File: config.mk
export PLATFORM = sky130hd
export DESIGN_NAME = objective
export DESIGN_NICKNAME = d
export VERILOG_FILES = /design/src/rtl/objective_pkg.sv /design/src/rtl/objective.sv
export SDC_FILE = /design/constraint.sdc
export NUM_CORES = 1
export LEC_CHECK = 0
export ABC_CLOCK_PERIOD_IN_PS = 3000
export BUFFER_PORTS_ARGS = -buffer_cell sky130_fd_sc_hd__buf_4
export CAP_MARGIN = 40
export CELL_PAD_IN_SITES_DETAIL_PLACEMENT = 0
export CELL_PAD_IN_SITES_GLOBAL_PLACEMENT = 1
export CORE_MARGIN = 2
export CORE_UTILIZATION = 42
export DETAILED_ROUTE_END_ITERATION = 10
export GPL_TIMING_DRIVEN = 0
export PLACE_DENSITY_LB_ADDON = 0.25
export SYNTH_ARGS = -nofsm -noshare
export SYNTH_HDL_FRONTEND = slang
export SYNTH_SLANG_ARGS = --single-unit
export TNS_END_PERCENT = 5
File: constraint.sdc
create_clock -name clock -period 3 [get_ports clock]
set_input_delay 0.15 -clock clock [delete_from_list [all_inputs] [get_ports clock]]
set_output_delay 0.15 -clock clock [all_outputs]
set_load 0.005 [all_outputs]
File: src/rtl/objective_pkg.sv
// Shared fixed-point types, saturation helper and FSM state type for the
// neuron product unit and its training-side objective block.
package objective_pkg;

  localparam int W = 8;  // fractional bits of the Q8.8 format

  typedef logic signed [15:0] res_t;
  typedef logic signed [23:0] ext_t;

  typedef enum logic [1:0] {
    LOAD,
    FWD,
    DIFF,
    ERR
  } state_t;

  // Clamp a wide value to [-lim, +lim]; the default limit is the full res_t range.
  function automatic res_t sat_res(input ext_t x, input ext_t lim = ext_t'(32767));
    ext_t y;
    if (x > lim) y = lim;
    else if (x < -lim) y = -lim;
    else y = x;
    return y[15:0];
  endfunction

endpackage

File: src/rtl/objective.sv
// Objective block: forwards neuron results downstream and, in training mode,
// returns clip((target - result) >>> S) as error. Optional OBJECTIVE_STATS_EN adds loss stats.
module objective
  import objective_pkg::*;
#(
  parameter int S     = 0,
  parameter int LIMIT = 32767
) (
  input  logic        clock,
  input  logic        reset,
  input  logic        train,
  input  logic        result_valid,
  input  logic [15:0] result_data,
  output logic        result_ready,
  input  logic        target_valid,
  input  logic [15:0] target_data,
  output logic        target_ready,
  output logic        output_valid,
  output logic [15:0] output_data,
  input  logic        output_ready,
  output logic        error_valid,
  output logic [15:0] error_data,
  input  logic        error_ready
`ifdef OBJECTIVE_STATS_EN
  ,
  output logic [31:0] loss_sum,
  output logic [15:0] loss_count
`endif
);

  state_t      state_q, state_d;
  logic        have_result_q, have_result_d;
  logic        have_target_q, have_target_d;
  logic        train_q, train_d;
  logic        output_valid_q, output_valid_d;
  logic [15:0] output_data_q, output_data_d;
  logic        error_valid_q, error_valid_d;
  logic [15:0] error_data_q, error_data_d;
  res_t        result_q, target_q;
  logic        result_take, target_take;

  ext_t        diff_raw, diff_shift;
  res_t        diff_sat;

  assign diff_raw   = ext_t'(target_q) - ext_t'(result_q);
  assign diff_shift = diff_raw >>> S;
  assign diff_sat   = sat_res(diff_shift, ext_t'(LIMIT));

  always_comb begin
    // NOTE: every signal written here gets a default first so no path leaves it unassigned (no latch).
    state_d        = state_q;
    have_result_d  = have_result_q;
    have_target_d  = have_target_q;
    train_d        = train_q;
    output_valid_d = output_valid_q;
    output_data_d  = output_data_q;
    error_valid_d  = error_valid_q;
    error_data_d   = error_data_q;
    result_ready   = 1'b0;
    target_ready   = 1'b0;
    result_take    = 1'b0;
    target_take    = 1'b0;

    unique case (state_q)
      LOAD: begin
        result_ready = !have_result_q;
        target_ready = train && !have_target_q;
        result_take  = result_valid && result_ready;
        target_take  = target_valid && target_ready;
        if (result_take) begin
          have_result_d = 1'b1;
          train_d       = train;
        end
        if (target_take) have_target_d = 1'b1;
        // An inference result leaves any captured target in place for later.
        if (have_result_q && (!train_q || have_target_q)) state_d = FWD;
      end
      FWD: begin
        if (!output_valid_q) begin
          output_valid_d = 1'b1;
          output_data_d  = result_q;
        end else if (output_ready) begin
          output_valid_d = 1'b0;
          have_result_d  = 1'b0;
          state_d        = train_q ? DIFF : LOAD;
        end
      end
      DIFF: begin
        error_data_d  = diff_sat;
        error_valid_d = 1'b1;
        have_target_d = 1'b0;
        state_d       = ERR;
      end
      ERR: begin
        if (error_ready) begin
          error_valid_d = 1'b0;
          state_d       = LOAD;
        end
      end
      default: state_d = LOAD;
    endcase
  end

  always_ff @(posedge clock) begin
    // NOTE: state registers use non-blocking assignments so all flops update from pre-edge values.
    if (reset) begin
      state_q        <= LOAD;
      have_result_q  <= 1'b0;
      have_target_q  <= 1'b0;
      train_q        <= 1'b0;
      output_valid_q <= 1'b0;
      output_data_q  <= '0;
      error_valid_q  <= 1'b0;
      error_data_q   <= '0;
    end else begin
      state_q        <= state_d;
      have_result_q  <= have_result_d;
      have_target_q  <= have_target_d;
      train_q        <= train_d;
      output_valid_q <= output_valid_d;
      output_data_q  <= output_data_d;
      error_valid_q  <= error_valid_d;
      error_data_q   <= error_data_d;
    end
  end

  // NOTE: payload registers are not reset; the have_* flags decide whether they hold anything.
  always_ff @(posedge clock) begin
    if (result_take) result_q <= result_data;
    if (target_take) target_q <= target_data;
  end

  assign output_valid = output_valid_q;
  assign output_data  = output_data_q;
  assign error_valid  = error_valid_q;
  assign error_data   = error_data_q;

`ifdef OBJECTIVE_STATS_EN
  logic [31:0] loss_sum_q;
  logic [15:0] loss_count_q;
  logic signed [31:0] sq;
  logic [31:0] sq_term;
  logic [32:0] sum_wide;

  assign sq       = 32'(diff_sat) * 32'(diff_sat);
  assign sq_term  = {8'b0, sq[31:8]};
  assign sum_wide = {1'b0, loss_sum_q} + {1'b0, sq_term};

  always_ff @(posedge clock) begin
    if (reset) begin
      loss_sum_q   <= '0;
      loss_count_q <= '0;
    end else if (state_q == DIFF) begin
      loss_sum_q   <= sum_wide[32] ? 32'hFFFF_FFFF : sum_wide[31:0];
      loss_count_q <= loss_count_q + 16'd1;
    end
  end

  assign loss_sum   = loss_sum_q;
  assign loss_count = loss_count_q;
`endif

endmodule

==> flow_metrics.py <==
metrics = {
    "worst_setup_path": {
        "cp.required_ns": 3.29,
        "timing.rr.end": "error_data[2]",
        "cp_num_buf_inv": 1,
        "critPathTopFamily": "adder cells",
        "endpoint": "error_data[2]",
        "worstSetupStartpoint": "result_q[0]",
        "r2r_start": "result_q[0]",
        "r2r_cells": 10,
        "critical_path_depth": 10,
        "r2r_slack_ns": 0.13,
        "crit_slowest_cell": "edfxtp_1",
        "crit_path_start_kind": "register",
        "critPathArrivalTime_ns": 3.16,
        "cp_max_fo": 10,
        "critPathMaxStageDelay_ns": 0.44,
        "path_class": "reg2reg",
        "path_cells": "ha_1 > fa_1 > and2b_1 > o22a_1 > a41o_2 > o211ai_2 > a41o_1 > buf_6 > maj3_1 > a21oi_1",
        "crit_path_end_kind": "register",
    },
    "yosys": {
        "synth-compound-area-share_pct": 19.56,
        "synth_fa_ha_area_share_pct": 9.414,
        "yosys_warnings": 0,
        "synth_top_family_by_area": "compound AO/OA/AOI/OAI gates",
        "ys_top_cells_by_area": "edfxtp_1 27%, dfxtp_1 22%, ha_1 5.6%, a21oi_1 5.3%, nand2_1 4.8%",
        "synth_top_area_share_pct": 26.78,
        "synth_top_flop_cell": "dfxtp_1",
        "muxShareOfSynthArea_pct": 0.5579,
        "yosys.area.top_type": "edfxtp_1",
        "synth_seq_cells": 71,
        "syn_nets": 412,
        "syn_area_um2": 3588,
        "yosysSeqAreaShare_pct": 48.54,
        "synth_edf_count": 32,
        "synth_common_cells": "46 x nand2_1, 39 x dfxtp_1, 38 x a21oi_1, 32 x edfxtp_1, 25 x o21ai_0",
        "syn_inst": 356,
        "synth_most_common_cell": "nand2_1",
        "synth-xor-area-share_pct": 3.033,
        "postSynthAreaPerCell_um2": 10.08,
        "synth-async-reset-ratio_pct": 0,
        "synth.distinct_cells": 61,
        "yosys.area_share.simple_pct": 13.81,
    },
    "detailed_routing": {
        "vias": 2955,
        "drt_iter0_markers": 97,
        "drcViolationCount": 0,
        "wirelength_um": 8320,
        "vias_per_cell": 5.069,
        "drtPass1Iterations": 4,
        "post_drt_wl_per_cell_um": 14.27,
        "ant_nets": 0,
    },
    "sta": {
        "rsz0062_at_grt": "true",
        "hold_ws_ns": 0.06172,
        "slew_viol_final": 0,
        "setup_viol": 0,
        "fmax_mhz": 348.9,
        "max_slew_margin_pct": 45.37,
        "min_period_over_period_pct": 95.55,
        "fin_skew_ns": 0.01067,
        "finalHoldViolCount": 0,
        "tightest_slew_ns": 0.8194,
        "post-route-min-period_ns": 2.867,
    },
    "clocking": {
        "clkSinkCount": 71,
        "cts_buffer_depth": 2,
        "cts_max_level": 3,
        "cts_root_buffer": "clkbuf_8",
        "clkLatencyLatePin_ns": 0.35,
        "clkTransAtPathRegs_ns": 0.08,
        "numCtsBuffers": 9,
        "cts_tree": "yes",
    },
    "floorplanning": {
        "initial_utilization_pct": 43.45,
        "coreArea_um2": 8258,
        "die_w_um": 96.44,
        "io_pins": 75,
        "rows": 33,
        "dieArea_um2": 9300,
        "fp.dieH_um": 96.44,
    },
    "placed_design": {
        "placed_area_um2": 4268,
        "place_congestion": 0.8266,
        "dp_hpwl_um": 6067,
        "portBuffers": 73,
    },
    "power": {
        "swShare_pct": 28.65,
        "seqPwrFrac_pct": 43.0,
        "peakVddDrop_v": 0.0002691,
        "total_power_mw": 2.554,
        "cellLeakagePower_nw": 2.026,
        "p_int_mw": 1.822,
        "p_per_area_nw_per_um2": 528.9,
        "pwr-share-comb_pct": 23.1,
        "p_switching_mw": 0.7316,
        "pwr-share-clk_pct": 33.9,
    },
    "finish": {
        "num-fill-cells": 708,
        "regArea_um2": 1742,
        "nNetsFinal": 529,
        "multi_input_area_um2": 1677,
        "diodes": 0,
        "postLayoutCoreUtil_pct": 58.47,
        "layout-drive-gt1-share_pct": 24.90,
        "area_growth_pct": 34.55,
        "design_area_um2": 4828,
    },
    "global_route": {
        "grt-ovfl-total": 0,
        "track_usage_pct": 19.27,
        "grt_start_max_net_pins": 18,
        "first_global_vias": 2871,
        "antenna_found_initial": 0,
        "grt_pass1_wl_um": 13480,
    },
    "job": {
        "max_cap_viol_count": 0,
    },
    "worst_hold_path": {
        "hold_class": "in2reg",
    },
    "status": {
        "outcome": "completed",
    },
}
## cell usage in the layout, fill, tap and decap left out, types with 3 or more instances in the layout
cell type / instances
clkbuf_8: 9
o21ai_0: 25
nor2b_1: 3
ha_1: 16
edfxtp_1: 32
a211oi_1: 3
inv_1: 24
and2_1: 3
nor2_1: 15
nand2_1: 46
nand2b_1: 7
o211a_1: 4
dlygate4sd3_1: 34
dfxtp_1: 39
maj3_2: 6
buf_6: 3
clkbuf_1: 9
or2_2: 3
a31oi_1: 4
a21oi_1: 38
nor3_1: 7
xnor2_1: 6
a21oi_2: 6
buf_4: 74
maj3_1: 5
## power by group through the flow
stage,sequential (mW),combinational (mW),clock (mW)
after floorplan,1.11,0.383,0
after global placement,1.12,0.539,0
after detailed placement,1.12,0.545,0
after CTS,1.10,0.581,0.887
after global routing,1.10,0.655,0.929
final,1.10,0.589,0.866
## worst min path at each step
stage | slack (ns) | startpoint | end | depth (start not counted)
finish | 0.06 | train | train_q | 3
global route | 0.1 | train | train_q | 3
CTS | 0.05 | train | train_q | 3
detailed placement | 0.33 | result_data[6] | result_q[6] | 1
global placement | 0.33 | result_data[6] | result_q[6] | 1
floorplan | 0.25 | result_data[0] | result_q[0] | 0
## metrics by stage
stage               worst slack, ns  setup TNS (ns)  cells
floorplan                    0.3788               0    356
global placement             0.1008               0    534
detailed placement          0.09317               0    534
CTS                         0.05683               0    582
global route               -0.04714        -0.04837    583
finish                       0.1335               0    583
## tightest hold or removal path, cell delays in order
cell and delay (ns):
buf_4 0.08, mux2i_1 0.06, nor2_1 0.08
## logic make-up (layout without fill, tap and decap cells)
family,count (synthesis),after routing
AO/OA/AOI/OAI,104,104
AND/OR/NAND/NOR,103,103
flip-flops,71,71
buffers and inverters,38,160
adder cells (fa/ha/maj),28,28
XOR/XNOR,10,10
multiplexers,2,2
## registers in the layout, indices dropped and copies added (netlist names), named ones only
name / count
target_q: 16
train_q: 1
error_data: 16
output_valid: 1
state_q: 1
result_q: 16
error_valid: 1
have_result_q: 1
output_data: 16
have_target_q: 1
## area by class of cell
cell class	instances	area share, %
clock inverters	6	1.918
repair buffers	106	18.14
well taps	105	2.721
flip-flops and latches	71	36.07
plain buffers	14	1.918
multi-input cells	247	34.72
inverters	24	1.866
clock buffers	10	2.643
## per-layer routing
metal  part of all wire [%]  vias up  track usage [%]
met5                      0        -                0
met4                    1.4        0            7.042
met3                    4.2        9            4.732
met2                     46       67            30.67
met1                     48     1369            25.56
li1                       -     1510                -
## timing repair
item / in CTS / in global routing
setup buffers: 0 / 1
hold buffers: 32 / 0
endpoints found under the hold margin: 32 / 0
endpoints found under the setup margin: 0 / 3
resized for setup: 0 / 3
Power figures use the tool's default switching activity.
